[src/rtl/module_keypad_scanner.sv]
// Matrix keypad scanner: walks an active-low column strobe, debounces press and release, and holds one key code until acknowledged.
// Optional auto-repeat while a key stays held is enabled by defining KEYPAD_REPEAT_EN.
module module_keypad_scanner #(
    parameter int N_COLS       = 4,
    parameter int N_ROWS       = 4,
    parameter int SCAN_DIV     = 50000,
    parameter int DEBOUNCE_CYC = 500000,
    parameter int REPEAT_CYC   = 25000000
) (
    input  logic                                clk,
    input  logic                                rst_n,
    input  logic [N_ROWS-1:0]                   row,
    output logic [N_COLS-1:0]                   col,
    output logic [$clog2(N_ROWS*N_COLS)-1:0]    key_code,
    output logic                                key_valid,
    input  logic                                key_ack
);

    localparam int CIDX_W = $clog2(N_COLS);
    localparam int RIDX_W = (N_ROWS > 1) ? $clog2(N_ROWS) : 1;
    localparam int KC_W   = $clog2(N_ROWS*N_COLS);
    localparam int DIV_W  = $clog2(SCAN_DIV);
    localparam int DEB_W  = (DEBOUNCE_CYC > 1) ? $clog2(DEBOUNCE_CYC) : 1;

    if (N_COLS < 2 || N_ROWS < 1 || SCAN_DIV < 2 || DEBOUNCE_CYC < 1 || REPEAT_CYC < 1) begin : g_bad_param
        $error("module_keypad_scanner: parameter out of range");
    end

    typedef enum logic [1:0] {
        ST_SCAN,
        ST_DEBOUNCE,
        ST_PRESSED,
        ST_RELEASE
    } state_t;

    state_t              state_q;
    logic [CIDX_W-1:0]   col_idx_q;
    logic [N_COLS-1:0]   col_q;
    logic [RIDX_W-1:0]   row_idx_q;
    logic [DIV_W-1:0]    div_cnt_q;
    logic [DEB_W-1:0]    deb_cnt_q;
    logic [KC_W-1:0]     key_code_q;
    logic                key_valid_q;

    logic [CIDX_W-1:0]   col_idx_d;
    logic [N_COLS-1:0]   col_adv_d;
    logic [RIDX_W-1:0]   row_idx_d;
    logic [KC_W-1:0]     key_code_d;
    logic                row_any_low;
    logic                row_sel;
    logic                dwell_end;
    logic                deb_done;

`ifdef KEYPAD_REPEAT_EN
    localparam int REP_W = (REPEAT_CYC > 1) ? $clog2(REPEAT_CYC) : 1;
    logic [REP_W-1:0]    rep_cnt_q;
`endif

    function automatic logic [N_COLS-1:0] col_drive(input logic [CIDX_W-1:0] idx);
        col_drive = ~({{(N_COLS-1){1'b0}}, 1'b1} << idx);
    endfunction

    always_comb begin
        col_idx_d = (col_idx_q == CIDX_W'(N_COLS-1)) ? '0 : col_idx_q + 1'b1;
        col_adv_d = col_drive(col_idx_d);
        // Descending scan so the lowest-index closed row wins.
        row_idx_d = '0;
        for (int i = N_ROWS-1; i >= 0; i--) begin
            if (!row[i]) begin
                row_idx_d = RIDX_W'(i);
            end
        end
        row_any_low = ~&row;
        row_sel     = row[row_idx_q];
        dwell_end   = (div_cnt_q == DIV_W'(SCAN_DIV-1));
        deb_done    = (deb_cnt_q == DEB_W'(DEBOUNCE_CYC-1));
        key_code_d  = KC_W'(row_idx_q) * KC_W'(N_COLS) + KC_W'(col_idx_q);
    end

    always_ff @(posedge clk) begin
        if (!rst_n) begin
            state_q     <= ST_SCAN;
            col_idx_q   <= '0;
            col_q       <= col_drive('0);
            row_idx_q   <= '0;
            div_cnt_q   <= '0;
            deb_cnt_q   <= '0;
            key_code_q  <= '0;
            key_valid_q <= 1'b0;
`ifdef KEYPAD_REPEAT_EN
            rep_cnt_q   <= '0;
`endif
        end else begin
            case (state_q)
                ST_SCAN: begin
                    if (dwell_end) begin
                        div_cnt_q <= '0;
                        deb_cnt_q <= '0;
                        if (row_any_low) begin
                            row_idx_q <= row_idx_d;
                            state_q   <= ST_DEBOUNCE;
                        end else begin
                            col_idx_q <= col_idx_d;
                            col_q     <= col_adv_d;
                        end
                    end else begin
                        div_cnt_q <= div_cnt_q + 1'b1;
                    end
                end

                ST_DEBOUNCE: begin
                    if (!row_sel) begin
                        if (deb_done) begin
                            deb_cnt_q <= '0;
                            state_q   <= ST_PRESSED;
                        end else begin
                            deb_cnt_q <= deb_cnt_q + 1'b1;
                        end
                    end else begin
                        // Bounce: drop the candidate and move on to the next column.
                        deb_cnt_q <= '0;
                        div_cnt_q <= '0;
                        col_idx_q <= col_idx_d;
                        col_q     <= col_adv_d;
                        state_q   <= ST_SCAN;
                    end
                end

                ST_PRESSED: begin
                    if (!key_valid_q) begin
                        key_code_q  <= key_code_d;
                        key_valid_q <= 1'b1;
                    end else if (key_ack) begin
                        key_valid_q <= 1'b0;
                        deb_cnt_q   <= '0;
`ifdef KEYPAD_REPEAT_EN
                        rep_cnt_q   <= '0;
`endif
                        state_q     <= ST_RELEASE;
                    end
                end

                ST_RELEASE: begin
`ifdef KEYPAD_REPEAT_EN
                    if (key_valid_q) begin
                        if (key_ack) begin
                            key_valid_q <= 1'b0;
                            rep_cnt_q   <= '0;
                        end
                    end else if (row_sel) begin
                        rep_cnt_q <= '0;
                        if (deb_done) begin
                            deb_cnt_q <= '0;
                            div_cnt_q <= '0;
                            col_idx_q <= col_idx_d;
                            col_q     <= col_adv_d;
                            state_q   <= ST_SCAN;
                        end else begin
                            deb_cnt_q <= deb_cnt_q + 1'b1;
                        end
                    end else begin
                        // Key still held: count toward the next repeat of the same code.
                        deb_cnt_q <= '0;
                        if (rep_cnt_q == REP_W'(REPEAT_CYC-1)) begin
                            rep_cnt_q   <= '0;
                            key_valid_q <= 1'b1;
                        end else begin
                            rep_cnt_q <= rep_cnt_q + 1'b1;
                        end
                    end
`else
                    if (row_sel) begin
                        if (deb_done) begin
                            deb_cnt_q <= '0;
                            div_cnt_q <= '0;
                            col_idx_q <= col_idx_d;
                            col_q     <= col_adv_d;
                            state_q   <= ST_SCAN;
                        end else begin
                            deb_cnt_q <= deb_cnt_q + 1'b1;
                        end
                    end else begin
                        deb_cnt_q <= '0;
                    end
`endif
                end

                default: begin
                    state_q <= ST_SCAN;
                end
            endcase
        end
    end

    assign col       = col_q;
    assign key_code  = key_code_q;
    assign key_valid = key_valid_q;

endmodule

[config.mk]
export PLATFORM = sky130hd
export DESIGN_NAME = module_keypad_scanner
export DESIGN_NICKNAME = d
export VERILOG_FILES = /design/src/rtl/module_keypad_scanner.sv
export SDC_FILE = /design/constraint.sdc
export NUM_CORES = 1
export LEC_CHECK = 0
export BUFFER_PORTS_ARGS = -buffer_cell sky130_fd_sc_hd__buf_4
export CAP_MARGIN = 20
export CORE_UTILIZATION = 38
export CTS_BUF_LIST = sky130_fd_sc_hd__clkbuf_8 sky130_fd_sc_hd__clkbuf_16
export CTS_CLUSTER_SIZE = 14
export DETAILED_ROUTE_END_ITERATION = 16
export GPL_ROUTABILITY_DRIVEN = 0
export MAX_ROUTING_LAYER = met4
export REMOVE_ABC_BUFFERS = 1
export SKIP_LAST_GASP = 1
export SYNTH_ARGS = -nofsm -noshare
export SYNTH_HDL_FRONTEND = slang
export SYNTH_SLANG_ARGS = --single-unit
[constraint.sdc]
create_clock -name clk -period 2.8 [get_ports clk]
set_input_delay 0.42 -clock clk [delete_from_list [all_inputs] [get_ports clk]]
set_output_delay 0.42 -clock clk [all_outputs]
set_load 0.005 [all_outputs]
== Word level (Yosys, flattened, before mapping) ==
Index checks and enable logic that the tools add are counted.
Operators by class
  $mul: 0
  add/subtract/negate cells: 4
  divide/modulo/power cells: 0
  bitwise operators: 3
  mux-type cells: 42
  order comparisons: 1
  shifts and indexed selects: 1
  equal/unequal tests: 15
  reduce and logical (&&, ||, !) cells: 9
Operators with widths (count)
  19-bit 2-to-1 mux: 6
  19-bit one-hot mux with 4 select lines: 1
  16-bit 2-to-1 mux: 4
  16-bit one-hot mux with 3 select lines: 1
  2-bit 2-to-1 mux: 18
  4-bit 2-to-1 mux: 5
  19-bit by 1-bit adder with 19-bit output (second input constant): 1
  19-bit equality test (second input constant): 1
  16-bit by 1-bit adder with 16-bit output (second input constant): 1
  16-bit equality test (second input constant): 1
  2-bit inequality test (second input constant): 8
  4-bit one-hot mux with 3 select lines: 1
  2-bit one-hot mux with 4 select lines: 1
  4-bit AND reduction: 2
  7-bit AND reduction: 1
  2-bit equality test (second input constant): 3
  2-bit one-hot mux with 3 select lines: 1
  3-bit AND reduction: 2
  6-bit AND reduction: 1
  4-bit by 2-bit adder with 4-bit output: 1
  4-bit NOT: 1
  1-bit by 2-bit left shift with 4-bit output (first input constant): 1
  2-bit by 3-bit < comparator with 1-bit output (second input constant): 1
  1-bit 2-to-1 mux: 3
  8 further kinds: 9
Storage, ports and cells
  memories: 0
  bits in latches: 0
  flip-flop bits (word level): 50
  bits in writable memories: 0
  bits of input ports: 7
  memory bits (read-only): 0
  output and inout bits: 9

== Logic depth before layout (Yosys ltp) ==
  depth after elaboration: 7
  gate-level depth with buffers: 9
  mapped depth without buffers: 6

== Least setup slack after synthesis ==
No wires, ideal clock.
  path type: register to register
  start point: register div_cnt_q[11]
  end point: register deb_cnt_q[10]
  arrival: 2490 ps
  clock period less this slack: 2560 ps
  path buffers: 2
  cell stages (with the launch flop): 8
  data required time: 2730 ps
  slack: 240 ps
  path through: dfxtp_1 -> or4b_4 -> or4_4 -> buf_6 -> a21o_4 -> buf_6 -> or4_1 -> a21oi_1
On the way
  word-level cells in the longest chain between the ends: 3
Ends and longest elaborated chain
  start, declared: line 40  | logic [DIV_W-1:0] div_cnt_q;
  start signal, assigned: line 107  | div_cnt_q <= div_cnt_q + 1'b1;
  16-bit equality test: line 75  | dwell_end = (div_cnt_q == DIV_W'(SCAN_DIV-1));
  2-bit inequality test (no line)
  3-bit AND reduction (no line)
  end signal, assigned: line 117  | deb_cnt_q <= deb_cnt_q + 1'b1;
  end signal, assigned: line 180  | deb_cnt_q <= deb_cnt_q + 1'b1;
  end, declared: line 41  | logic [DEB_W-1:0] deb_cnt_q;
Every way passes these cells.
A chain may end at the register's enable or synchronous reset.

== Final worst setup path ==
  start point: register div_cnt_q[11]
  end point: register deb_cnt_q[15]
The elaborated chain is that of the path after synthesis.

==> summary.md <==
| Metric | Value |
|---|---|
| Count of cell types in the netlist | `51` |
| Final Cycle Share | `0.9423` |
| Area grow syn2layout | `12.50%` |
| Clock skew | `approximately 0.007 ns` |
| Fin nets | `~350` |
| Synth Instances | `around 310` |
| Clock period minus worst slack | `~2.6 ns` |
| Overflow after GRT | `0` |
| Slew Limit Fails | `0` |
| Final antenna-violating net count | `0` |
| Reg clk slew, reported paths | `around 0.090 ns` |
| R2r endpoint | `deb_cnt_q[15]` |
| CP Class | `flop to flop` |
| DRC errors left | `0` |
| Largest net degree at the start of global routing | `29` |
| Clock Tree Buf Depth | `2` |
| Commonest cells after routing, fill and taps aside | `dfxtp_1, nand2_1, a21oi_1, buf_4, nor2_1` |
| Routed WL | `approximately 6.3 mm` |
| Max-slew headroom at the worst pin | `0.3567` |
| RSZ-0062 raised after global routing | `false` |
| Number of global-route vias before repair | `between 2k and 2.5k` |
| Largest family of logic cells by synthesized area | `simple AND/OR/NAND/NOR gates` |
| Hold Startpoint | `key_ack` |
| Setup TNS Final | `0 ns` |
| Worst R2R Path Depth | `5` |
| Cell accounting for the most synthesized area | `dfxtp_1` |
| Pwr dens | `427.2 mW/mm^2` |
| Fmax | `about 0.38 GHz` |
| Compound-Gate Fraction of Synth Area | `0.2434` |
| CTS tree | `done` |
| Fillers | `between 600 and 700` |
| Synth Area in Simple Gates | `0.2562` |
| Diodes inserted | `0` |
| Die Width | `about 85 um` |
| Initial DRC Count | `between 150 and 200` |
| FF+latch count, synth | `50` |
| PortBufs | `15` |
| Status | `complete, no violations` |
| VDD IR max | `approximately 0.00024 V` |
| Drt via density | `about 5.9` |
| P_int | `0.9941 mW` |
| Critical path capture point type | `flop` |
| Via count | `about 2.5k` |
| DRT Pass-1 Iters | `4` |
| Worst-case hold path end point | `key_valid` |
| Mux share of post-synthesis cell area | `0.03504` |
| Critical Path AT | `between 2 and 3 ns` |
| Data required time of the worst path | `3.04 ns` |
| Hold Crit Class | `primary input to flop` |
| Hold_buf cts | `0` |
| CP Max Fanout | `26` |
| Starting Density | `0.3911` |
| Synth Area in Adders | `0.03220` |
| Core area | `just under 0.007 mm^2` |
| Htree depth | `2` |
| Die Y | `~85 um` |
| Commonest non-fill, non-tap cell in the layout | `dfxtp_1` |
| Fraction of registers with async set/reset | `0` |
| Sw frac | `0.2173` |
| Post-CTS setup buffer count | `0` |
| First-pass GRT wire length | `about 11 mm` |
| Synthesized cell area | `approximately 0.0026 mm^2` |
| Startpoint types | `flop` |
| Setup-failing EPs final | `0` |
| R2R setup slack | `approximately 0.16 ns` |
| Clk_lat worst skew | `between 0.3 and 0.4 ns` |
| Flop pwr share | `0.565` |
| Slowest stage delay, CP | `0.62 ns` |
| XOR/XNOR Fraction of Synth Area | `0.01657` |
| Std cell rows | `30` |
| Clk pwr share | `0.401` |
| Layout cell share with drive strength beyond 1 | `0.1231` |
| Worst hold path depth | `3` |
| Top area cells in the synthesized netlist | `dfxtp_1, a21oi_1, nand2_1` |
| GRT Total Usage | `0.1882` |
| Synth Warn # | `0` |
| Worst Max-Slew Pin Slew | `0.9650 ns` |
| DP HPWL | `about 4.3 mm` |
| EDFF count, synth | `0` |
| Root buf cell | `clkbuf_8` |
| Leakage power | `about 1.0 nW` |
| Switching power | `about 0.28 mW` |
| Area occupied by multi-input gates | `roughly 0.0015 mm^2` |
| Final hold viol count | `0` |
| Hold WS | `between 0.4 and 0.5 ns` |
| Reg2reg start | `div_cnt_q[11]` |
| Register Area | `between 0.001 and 0.0015 mm^2` |
| Critical-path cell list | `or4b_4, or4_4, a21o_4, or4_1, a21oi_1` |
| Post-synthesis sequential area ratio | `0.3788` |
| Initial antenna violation count | `0` |
| Main flop type after synthesis | `dfxtp_1` |
| # clock sinks | `50` |
| Avg WL per Cell | `around 15 um` |
| I/O Pins | `16` |
| CTS resizes | `0` |
| CTS buffer count | `5` |
| Top cell type's share of synthesized area | `0.3788` |
| DIE AREA | `~0.0073 mm^2` |
| Comb power frac | `0.034` |
| Synth Area per Inst | `8.416 um^2` |
| Critical-path top delay cell | `or4_4` |
| Max cap viols | `0` |
final cells by class:
type | count | area share
Multi-Input combinational cell | 242 | 0.5185
Sequential cell | 50 | 0.3367
Timing Repair Buffer | 26 | 0.06566
Tap cell | 80 | 0.03367
Clock buffer | 5 | 0.02315
Clock inverter | 3 | 0.01347
Inverter | 7 | 0.008838
worst max-delay path by stage:
stage	from	end	slack [ns]	cells past startpoint
6_report	div_cnt_q[11]	deb_cnt_q[15]	0.16	5
5_1_grt	div_cnt_q[11]	deb_cnt_q[7]	0.03	5
4_1_cts	div_cnt_q[11]	deb_cnt_q[15]	0.16	5
3_5_place_dp	div_cnt_q[11]	deb_cnt_q[15]	0.19	5
3_3_place_gp	div_cnt_q[11]	deb_cnt_q[17]	0.23	5
2_1_floorplan	div_cnt_q[11]	deb_cnt_q[13]	0.32	5
stage by stage:
| stage | worst slack [ns] | util | cells | instance area, um^2 | power [mW] |
|---|---|---|---|---|---|
| after floorplan | 0.3225 | - | 299 | 2569 | 0.7547 |
| after detailed placement | 0.1882 | 0.4239 | 405 | 2864 | 0.7775 |
| final | 0.1616 | 0.4400 | 413 | 2973 | 1.270 |
| after CTS | 0.1576 | 0.4400 | 413 | 2973 | 1.284 |
| after global placement | 0.2267 | 0.4239 | 405 | 2864 | 0.7780 |
| after global routing | 0.03010 | 0.4400 | 413 | 2973 | 1.325 |
metal layers:
metal | wire [um] | GRT usage | share of wire
met4 | 95 | 0.06818 | 0.015
met3 | 182 | 0.02043 | 0.029
met2 | 2934 | 0.3035 | 0.46
met1 | 3115 | 0.2449 | 0.49
met5 | 0 | - | 0
power by group through the flow:
| stage | clock network (mW) | logic (mW) | registers (mW) |
|---|---|---|---|
| detailed placement | 0 | 0.0429 | 0.735 |
| CTS | 0.523 | 0.0432 | 0.718 |
| global placement | 0 | 0.0435 | 0.735 |
| floorplan | 0 | 0.0211 | 0.734 |
| global route | 0.558 | 0.0472 | 0.719 |
| finish | 0.509 | 0.0433 | 0.718 |
flip-flops by register name, indices dropped and copies added (netlist names), named ones only:
name and cells:
key_valid 1, state_q 1, key_code 4, deb_cnt_q 19, col_idx_q 2, div_cnt_q 16
col 4, row_idx_q 2
synthesized netlist by cell type (2+ instances only):
cell type and instances:
buf_2 2, a31oi_1 13, nor2_1 24, a21oi_1 26, a211oi_1 6, or3_1 5, o21a_1 2, dfxtp_1 50
o311ai_0 2, buf_6 2, nand2b_1 5, mux2i_1 7, a311oi_1 8, ha_1 6, nor2b_1 2, inv_1 7
or4b_1 2, o41ai_1 4, clkbuf_1 10, nor4_1 3, and3_1 5, a41oi_1 3, o31ai_1 12, nand3_1 16
or4_1 10, xnor2_1 4, nor3_1 9, nand2_1 29, o21ai_0 11, nand4_1 8
worst max-delay path: cells and delay by family (launching register included):
kind / cells / cell delay, ns
flops: 1 / 0.37
simple gates: 3 / 1.71
compound gates: 2 / 0.48
cell families (layout without fill, tap and decap cells):
family / Yosys count / after routing
AND/OR/NAND/NOR: 127 / 127
AO/OA/AOI/OAI: 95 / 95
flip-flops: 50 / 50
buffers and inverters: 22 / 41
multiplexers: 8 / 8
adder cells (fa/ha/maj): 7 / 7
XOR/XNOR: 5 / 5
No activity file was read; power rests on OpenSTA's default activity.
